$ cat src/rtl/lfsr_noise_pkg.sv
// Shared mode encoding and default LFSR constants for the noise generator.
package lfsr_noise_pkg;

    typedef enum logic [1:0] {
        MODE_UNIFORM    = 2'd0,
        MODE_TRIANGULAR = 2'd1,
        MODE_OFF_A      = 2'd2,
        MODE_OFF_B      = 2'd3
    } noise_mode_e;

    localparam logic [15:0] DEFAULT_SEED = 16'hACE1;
    localparam logic [15:0] DEFAULT_TAPS = 16'hB400;

endpackage

$ cat src/rtl/lfsr_noise_ch.sv
// One noise channel: Fibonacci LFSR, previous-sample memory, shaping and gain scaling.
module lfsr_noise_ch
    import lfsr_noise_pkg::*;
#(
    parameter int                LFSR_W = 16,
    parameter logic [LFSR_W-1:0] TAPS   = DEFAULT_TAPS,
    parameter logic [LFSR_W-1:0] SEED   = DEFAULT_SEED,
    parameter int                OUT_W  = 16,
    parameter int                GAIN_W = 4,
    parameter int                CH_IDX = 0
) (
    input  logic                    clk,
    input  logic                    rst,
    input  logic                    step,
    input  logic                    load,
    input  logic [LFSR_W-1:0]       load_val,
    input  noise_mode_e             mode,
    input  logic [GAIN_W-1:0]       gain,
    output logic signed [OUT_W-1:0] scaled
);

    localparam int ROT    = CH_IDX % LFSR_W;
    localparam int PROD_W = OUT_W + GAIN_W + 1;

    logic [LFSR_W-1:0]       state;
    logic signed [OUT_W-1:0] prev;
    logic signed [OUT_W-1:0] raw;
    logic signed [OUT_W-1:0] shaped;
    logic signed [PROD_W-1:0] product;

    // Each channel starts from the seed rotated by its index so channels decorrelate.
    function automatic logic [LFSR_W-1:0] rotl(input logic [LFSR_W-1:0] x);
        logic [2*LFSR_W-1:0] dbl;
        dbl = {x, x};
        return dbl[2*LFSR_W-1-ROT -: LFSR_W];
    endfunction

    assign raw = state[LFSR_W-1 -: OUT_W];

    always_ff @(posedge clk) begin
        if (rst) begin
            state <= rotl(SEED);
            prev  <= '0;
        end else if (load) begin
            state <= rotl(load_val);
            prev  <= '0;
        end else if (step) begin
            prev  <= raw;
            state <= {state[LFSR_W-2:0], ^(state & TAPS)};
        end
    end

    // Halving both terms before summing keeps the triangular sum inside OUT_W.
    always_comb begin
        shaped = '0;
        case (mode)
            MODE_UNIFORM:    shaped = raw;
            MODE_TRIANGULAR: shaped = (raw >>> 1) + (prev >>> 1);
            default:         shaped = '0;
        endcase
    end

    always_comb begin
        product = PROD_W'(shaped) * $signed(PROD_W'({1'b0, gain}));
        scaled  = OUT_W'(product >>> GAIN_W);
    end

endmodule

$ cat src/rtl/lfsr_noise_gen.sv
// Multi-channel LFSR noise source with gain control and a two-cycle valid pipeline.
module lfsr_noise_gen
    import lfsr_noise_pkg::*;
#(
    parameter int                LFSR_W   = 16,
    parameter logic [LFSR_W-1:0] TAPS     = DEFAULT_TAPS,
    parameter logic [LFSR_W-1:0] SEED     = DEFAULT_SEED,
    parameter int                OUT_W    = 16,
    parameter int                GAIN_W   = 4,
    parameter int                GAIN_RST = 1,
    parameter int                NUM_CH   = 2
) (
    input  logic                    clk,
    input  logic                    rst,
    input  logic                    sample_tick,
    input  logic                    gain_inc,
    input  logic                    gain_dec,
    input  logic [1:0]              mode,
    input  logic                    seed_load,
    input  logic [LFSR_W-1:0]       seed_val,
    output logic [NUM_CH*OUT_W-1:0] noise_out,
    output logic                    noise_valid,
    output logic [GAIN_W-1:0]       gain
);

    logic                    step;
    logic                    tick_d;
    logic [LFSR_W-1:0]       seed_eff;
    logic signed [OUT_W-1:0] scaled [NUM_CH];

    // A zero reseed would lock the LFSR, so fall back to the default seed.
    assign seed_eff = (seed_val == '0) ? SEED : seed_val;
    assign step     = sample_tick & ~seed_load;

    for (genvar c = 0; c < NUM_CH; c++) begin : g_ch
        lfsr_noise_ch #(
            .LFSR_W (LFSR_W),
            .TAPS   (TAPS),
            .SEED   (SEED),
            .OUT_W  (OUT_W),
            .GAIN_W (GAIN_W),
            .CH_IDX (c)
        ) u_ch (
            .clk      (clk),
            .rst      (rst),
            .step     (step),
            .load     (seed_load),
            .load_val (seed_eff),
            .mode     (noise_mode_e'(mode)),
            .gain     (gain),
            .scaled   (scaled[c])
        );
    end

    always_ff @(posedge clk) begin
        if (rst) begin
            gain <= GAIN_W'(GAIN_RST);
        end else if (gain_inc && !gain_dec && gain != '1) begin
            gain <= gain + 1'b1;
        end else if (gain_dec && !gain_inc && gain != '0) begin
            gain <= gain - 1'b1;
        end
    end

    // A reseed landing between the step and the capture cancels that sample.
    always_ff @(posedge clk) begin
        if (rst) begin
            tick_d      <= 1'b0;
            noise_valid <= 1'b0;
            noise_out   <= '0;
        end else begin
            tick_d      <= step;
            noise_valid <= tick_d & ~seed_load;
            if (tick_d && !seed_load) begin
                for (int c = 0; c < NUM_CH; c++) begin
                    noise_out[c*OUT_W +: OUT_W] <= scaled[c];
                end
            end
        end
    end

endmodule

$ cat config.mk
export PLATFORM = sky130hd
export DESIGN_NAME = lfsr_noise_gen
export DESIGN_NICKNAME = d
export VERILOG_FILES = /design/src/rtl/lfsr_noise_pkg.sv /design/src/rtl/lfsr_noise_ch.sv /design/src/rtl/lfsr_noise_gen.sv
export SDC_FILE = /design/constraint.sdc
export NUM_CORES = 1
export LEC_CHECK = 0
export BUFFER_PORTS_ARGS = -buffer_cell sky130_fd_sc_hd__clkbuf_2
export CAP_MARGIN = 20
export CORE_MARGIN = 5
export CORE_UTILIZATION = 48
export CTS_CLUSTER_SIZE = 28
export DETAILED_ROUTE_END_ITERATION = 12
export PLACE_DENSITY = 0.7
export RECOVER_POWER = 25
export SYNTH_ARGS = -nofsm -noshare
export SYNTH_HDL_FRONTEND = slang
export SYNTH_SLANG_ARGS = --single-unit
$ cat constraint.sdc
create_clock -name clk -period 11.3 [get_ports clk]
set_clock_uncertainty 0.1 [all_clocks]
set_input_delay 1.695 -clock clk [delete_from_list [all_inputs] [get_ports clk]]
set_output_delay 1.695 -clock clk [all_outputs]
set_load 0.01 [all_outputs]
# After elaboration in Yosys (flattened, before gate mapping)
# Index checks and enable logic that the tools add are counted.
[totals] regBits=102 wordCells=44 out_inout_bits=37
[classes] bitwise=3 reduce_logical=16 addsub=4 n_mux=9 eq_ne=2 mul=2
[op_table] op="two-way mux 16 bit" n=5
[op_table] op="one-hot mux 16 bit (2 select lines)" n=2
[op_table] op="multiplier 16 x 5 -> 20 bit" n=2
[op_table] op="adder 15 x 15 -> 16 bit" n=2
[op_table] op="XOR reduction 16 bit" n=2
[op_table] op="zero test 16 bit" n=1
[op_table] op="two-way mux 4 bit" n=2
[op_table] op="logical AND 1 bit" n=5
[op_table] op="adder 4 x 1 -> 4 bit (second input constant)" n=1
[op_table] op="inequality test 4 bit (second input constant)" n=1
[op_table] op="nonzero test 2 bit" n=2
[op_table] op="nonzero test 4 bit" n=1
[op_table] op="subtractor 4 x 1 -> 4 bit (second input constant)" n=1
[op_table] op="zero test 1 bit" n=3
[op_table] op="bitwise AND 1 bit" n=2
[op_table] op="== test 2 x 1 -> 1 bit (second input constant)" n=1
[op_table] op="zero test 2 bit" n=1
[op_table] op="OR reduction 2 bit" n=1
[op_table] op="inverter 1 bit" n=1

# Depth between registers and ports, before layout
[logic_depth] word_depth=5 depth_mapped=27 depth_no_buf=27

# Cells and area by module
# A second synthesis with hierarchy kept.
[hier_totals] hier_cells=1335 area_unflattened_um2=10771.6
[modules_own_cells] mod="lfsr_noise_ch (g_ch[0].u_ch)" cells_each=604 n_inst=1 seq_area_each_um2=620.6 area_per_inst_um2=4840.9
[modules_own_cells] mod="lfsr_noise_ch (g_ch[1].u_ch)" cells_each=535 n_inst=1 seq_area_each_um2=620.6 area_per_inst_um2=4374.2
[modules_own_cells] mod="lfsr_noise_gen" cells_each=196 n_inst=1 seq_area_each_um2=760.7 area_per_inst_um2=1556.5

# Least setup slack after synthesis
# OpenSTA, ideal clock, no wires.
[synth_path] kind="input-to-reg" from="input port mode[0]" to="register noise_out[15]" path_buffers=3 stages=22 t_required_ns=11.065 setup_ns=0.135 arrival_ns=6.188 path_slack_ns=4.876 cell_sequence="buf_6 clkbuf_1 buf_1 o21ai_0 nor2_1 a21oi_1 nor2_1 and2_1 ha_1 fa_1 inv_1 fa_1 inv_1 ha_1 or3_1 o221a_4 a41oi_4 nor2_2 o221a_4 a31oi_2 xnor2_1 a211oi_2"
[synth_via] elab_chain_cells=3 elab_cells_between_ends=4 cone_classes="1 x mul; 1 x eq/ne; 1 x mux; 1 x reduce/logical"
[synth_lines] element="from (decl)" line_no="lfsr_noise_gen.sv:18" rtl="input logic [1:0] mode,"
[synth_lines] element="== test 2 x 1 -> 1 bit or zero test 2 bit (tied branches)" line_no="lfsr_noise_ch.sv:56" rtl="case (mode)"
[synth_lines] element="one-hot mux 16 bit (2 select lines) *" line_no="lfsr_noise_ch.sv:56"
[synth_lines] element="multiplier 16 x 5 -> 20 bit *" line_no="lfsr_noise_ch.sv:64" rtl="product = PROD_W'(shaped) * $signed(PROD_W'({1'b0, gain}));"
[synth_lines] element="to (signal, indexed assignment)" line_no="lfsr_noise_gen.sv:76" rtl="noise_out[c*OUT_W +: OUT_W] <= scaled[c];"
[synth_lines] element="to (decl)" line_no="lfsr_noise_gen.sv:21" rtl="output logic [NUM_CH*OUT_W-1:0] noise_out,"
# Mark *: on every way between the ends. The rest lies on a longest branch, timed or not.
# A chain may end at the register's enable or synchronous reset.

# Final worst setup path
# Ends and elaborated chain as after synthesis.

==> reports/results.tsv <==
metric	value	unit
DP HPWL	17600	µm
ant diodes	0	
Synth area leader	dfxtp_1	
cts bufs inserted	9	
CP delay by family, top	adder cells	
first-pass GRT wire length	38100	µm
DR vias/cell	5.21	
Seq/Total Area, Yosys	0.202	
mean cell area of the mapped netlist	8.02	µm²
Critical Path Most Common Cell	inv_1	
via count	8005	
hold crit path type	reg -> reg	
design area	10700	µm²
setup bufs post-CTS	0	
CTS H-tree lvls	3	
Ports	61	
number of port buffers	60	
die area	23600	µm²
Routed WL per cell	14.5	µm
worst-path cell chain	clkbuf_2 -> buf_4 -> inv_1 -> nor3_1 -> a21oi_1 -> nor2_1 -> and2_1 -> ha_1 -> fa_1 -> inv_1 -> fa_1 -> inv_1 -> ha_1 -> a21o_1 -> a21oi_1 -> o21ai_0 -> a41oi_4 -> nor2_2 -> o221a_4 -> a31oi_2 -> xnor2_1 -> a211oi_2	
Arr. time, crit path	6550	ps
final setup violation count	0	
Slew headroom	-0.567	
final count of pins violating max slew	54	
Fin. Hold Viols	0	
unrepaired setup endpoints after global routing	no	
Max Fanout on Critical Path	39	
post-synth top area share	0.202	
worst skew pair latency	350	ps
Top FF cell, synth	dfxtp_1	
largest net degree at the start of global routing	54	
Initial Utilization	0.489	
width of the die	154	µm
clock buffer depth	2	
PwrDens	103	nW/µm²
GR Overflow Total	0	
ys async rst share	0	
CTS tree	built	
DRT antenna net count	0	
TritonRoute pass-1 iters	5	
Syn Inst Count	1233	
EDFF count, synth	0	
synth cell count leaders	inv_1 (149), nand2_1 (148), nor2_1 (104)	
proportion of layout cells with a drive suffix above 1	0.0711	
net count after synthesis	1424	
final WL	22300	µm
Die H	154	µm
Rows	52	
Synth area leaders	dfxtp_1 (20%), fa_1 (13%), ha_1 (13%)	
Lkg Pwr	0.00514	µW
initial antenna violation count	0	
max-cap viol count	1	
Clock Pin Slew Worst Setup and Hold Paths	70	ps
CTS Hold Bufs	0	
CP Buf/Inv Count	5	
Core Util, Final	0.527	
Slowest cell on crit path	fa_1	
number of global-route vias before repair	7635	
Tcrit/Tclk final	0.577	
Final nets	1454	
root buffer cell	clkbuf_16	
dominant cell by count in the synthesized netlist	inv_1	
total clock sinks	100	
CP startpoint kind	primary input	
Global Route Usage Sum	0.193	
placed cell area	10400	µm²
Tmin final	6520	ps
Starting DRT DRC Count	463	
Core Area	20200	µm²
synth unique cells	67	
Max Clk Rate	0.153	GHz
delay of the slowest critical-path stage	540	ps
Tightest Pin Transition	2350	ps
cell area after synthesis	9890	µm²
setup_tns	0	ps
Worst VDD drop	0.0619	mV
Area growth, synth to finish	7.80	%
failing checks	max-capacitance violations, max-slew violations	
DRC	0	
CTS resizes	0	
Final GP Congestion	0.879	
status	complete, but fails checks	
Worst setup EP type	flip-flop	
Fillers	1958	
yosys warns	0	
Setup CP Type	in -> reg	
Yosys reg bits	100	
Worst Path Required	11330	ps
==> area by class of cell <==
cell class | instances | area [µm²] | area share
Clock buffer | 9 | 225 | 0.0211
Timing Repair Buffer | 72 | 362 | 0.0339
Tap cell | 270 | 338 | 0.0317
Multi-Input combinational cell | 930 | 7120 | 0.668
Inverter | 150 | 563 | 0.0528
Sequential cell | 100 | 2000 | 0.188
Clock inverter | 4 | 52.6 | 0.00493
==> per-stage QoR <==
stage / total power (µW) / cells / hold slack (ps) / setup WS, ps
6_report: 1100 / 1535 / 349 / 4780
5_1_grt: 1180 / 1535 / 365 / 4350
4_1_cts: 1110 / 1535 / 352 / 4810
3_5_place_dp: 801 / 1522 / 344 / 4450
3_3_place_gp: 794 / 1521 / 336 / 4600
2_1_floorplan: 705 / 1233 / 340 / 4880
==> layer usage <==
metal	GRT usage	routed length, µm	vias to the layer above
met3	0.0191	876	22
met1	0.286	11500	3672
met2	0.296	9470	166
met4	0.0572	468	0
met5	0	0	-
li1	-	-	4145
==> tightest hold or removal path, stage by stage (launching register included) <==
cell and delay [ps]:
dfxtp_1 310, nand2_1 50, a21oi_1 50
==> kinds of logic after synthesis <==
kind of cell               Yosys count  share of synthesized area
AOI/OAI and AO/OA                  251                      0.168
and+or+nand+nor                    412                      0.196
DFF                                100                      0.202
buffers and inverters              203                     0.0779
xor gates and xnor gates            56                     0.0496
adders and majority gates          167                      0.261
muxes                               44                     0.0462
==> cells in the final DEF, fill, tap and decap left out, types with 5 or more instances in the layout <==
| cell | instances |
|---|---|
| inv_1 | 149 |
| nand2_1 | 148 |
| nor2_1 | 104 |
| ha_1 | 102 |
| dfxtp_1 | 100 |
| a21oi_1 | 96 |
| fa_1 | 65 |
| and2_1 | 57 |
| xnor2_1 | 42 |
| o21ai_0 | 36 |
| clkbuf_2 | 34 |
| mux2i_1 | 31 |
| clkbuf_1 | 27 |
| o21a_1 | 25 |
| a21o_1 | 21 |
| nand2b_1 | 19 |
| nand3_1 | 15 |
| xor2_1 | 14 |
| nor2b_1 | 13 |
| a211oi_1 | 13 |
| mux2_2 | 13 |
| nor3_1 | 12 |
| or3_1 | 11 |
| buf_4 | 10 |
| o21bai_1 | 9 |
| clkbuf_16 | 9 |
| or4_1 | 6 |
| a31oi_1 | 6 |
| nand4_1 | 5 |
==> worst paths after layout <==
kind,start,endpoint,slack (ps),depth (start not counted)
setup / recovery,mode[0],noise_out[15]$_SDFFE_PP0P_,4780,22
hold / removal,noise_out[4]$_SDFFE_PP0P_,noise_out[4]$_SDFFE_PP0P_,350,2
setup reg to reg,g_ch[1].u_ch.raw[1]$_SDFFE_PP1P_,noise_out[31]$_SDFFE_PP0P_,4990,27
hold reg to reg,noise_out[4]$_SDFFE_PP0P_,noise_out[4]$_SDFFE_PP0P_,350,2
==> power by group <==
part / leakage (µW) / switching (µW) / internal, µW / total (µW)
clock: 0.000138 / 137 / 169 / 306
combinational: 0.00419 / 240 / 165 / 405
sequential: 0.000819 / 20.5 / 371 / 391
total: 0.00514 / 397 / 705 / 1100
==> registers in the layout, summed over array words and instances, names as in the netlist <==
| register | flops |
|---|---|
| gain | 4 |
| g_ch.u_ch.raw | 32 |
| g_ch.u_ch.prev | 30 |
| noise_valid | 1 |
| noise_out | 32 |
| tick_d | 1 |
Power figures use the tool's default switching activity.
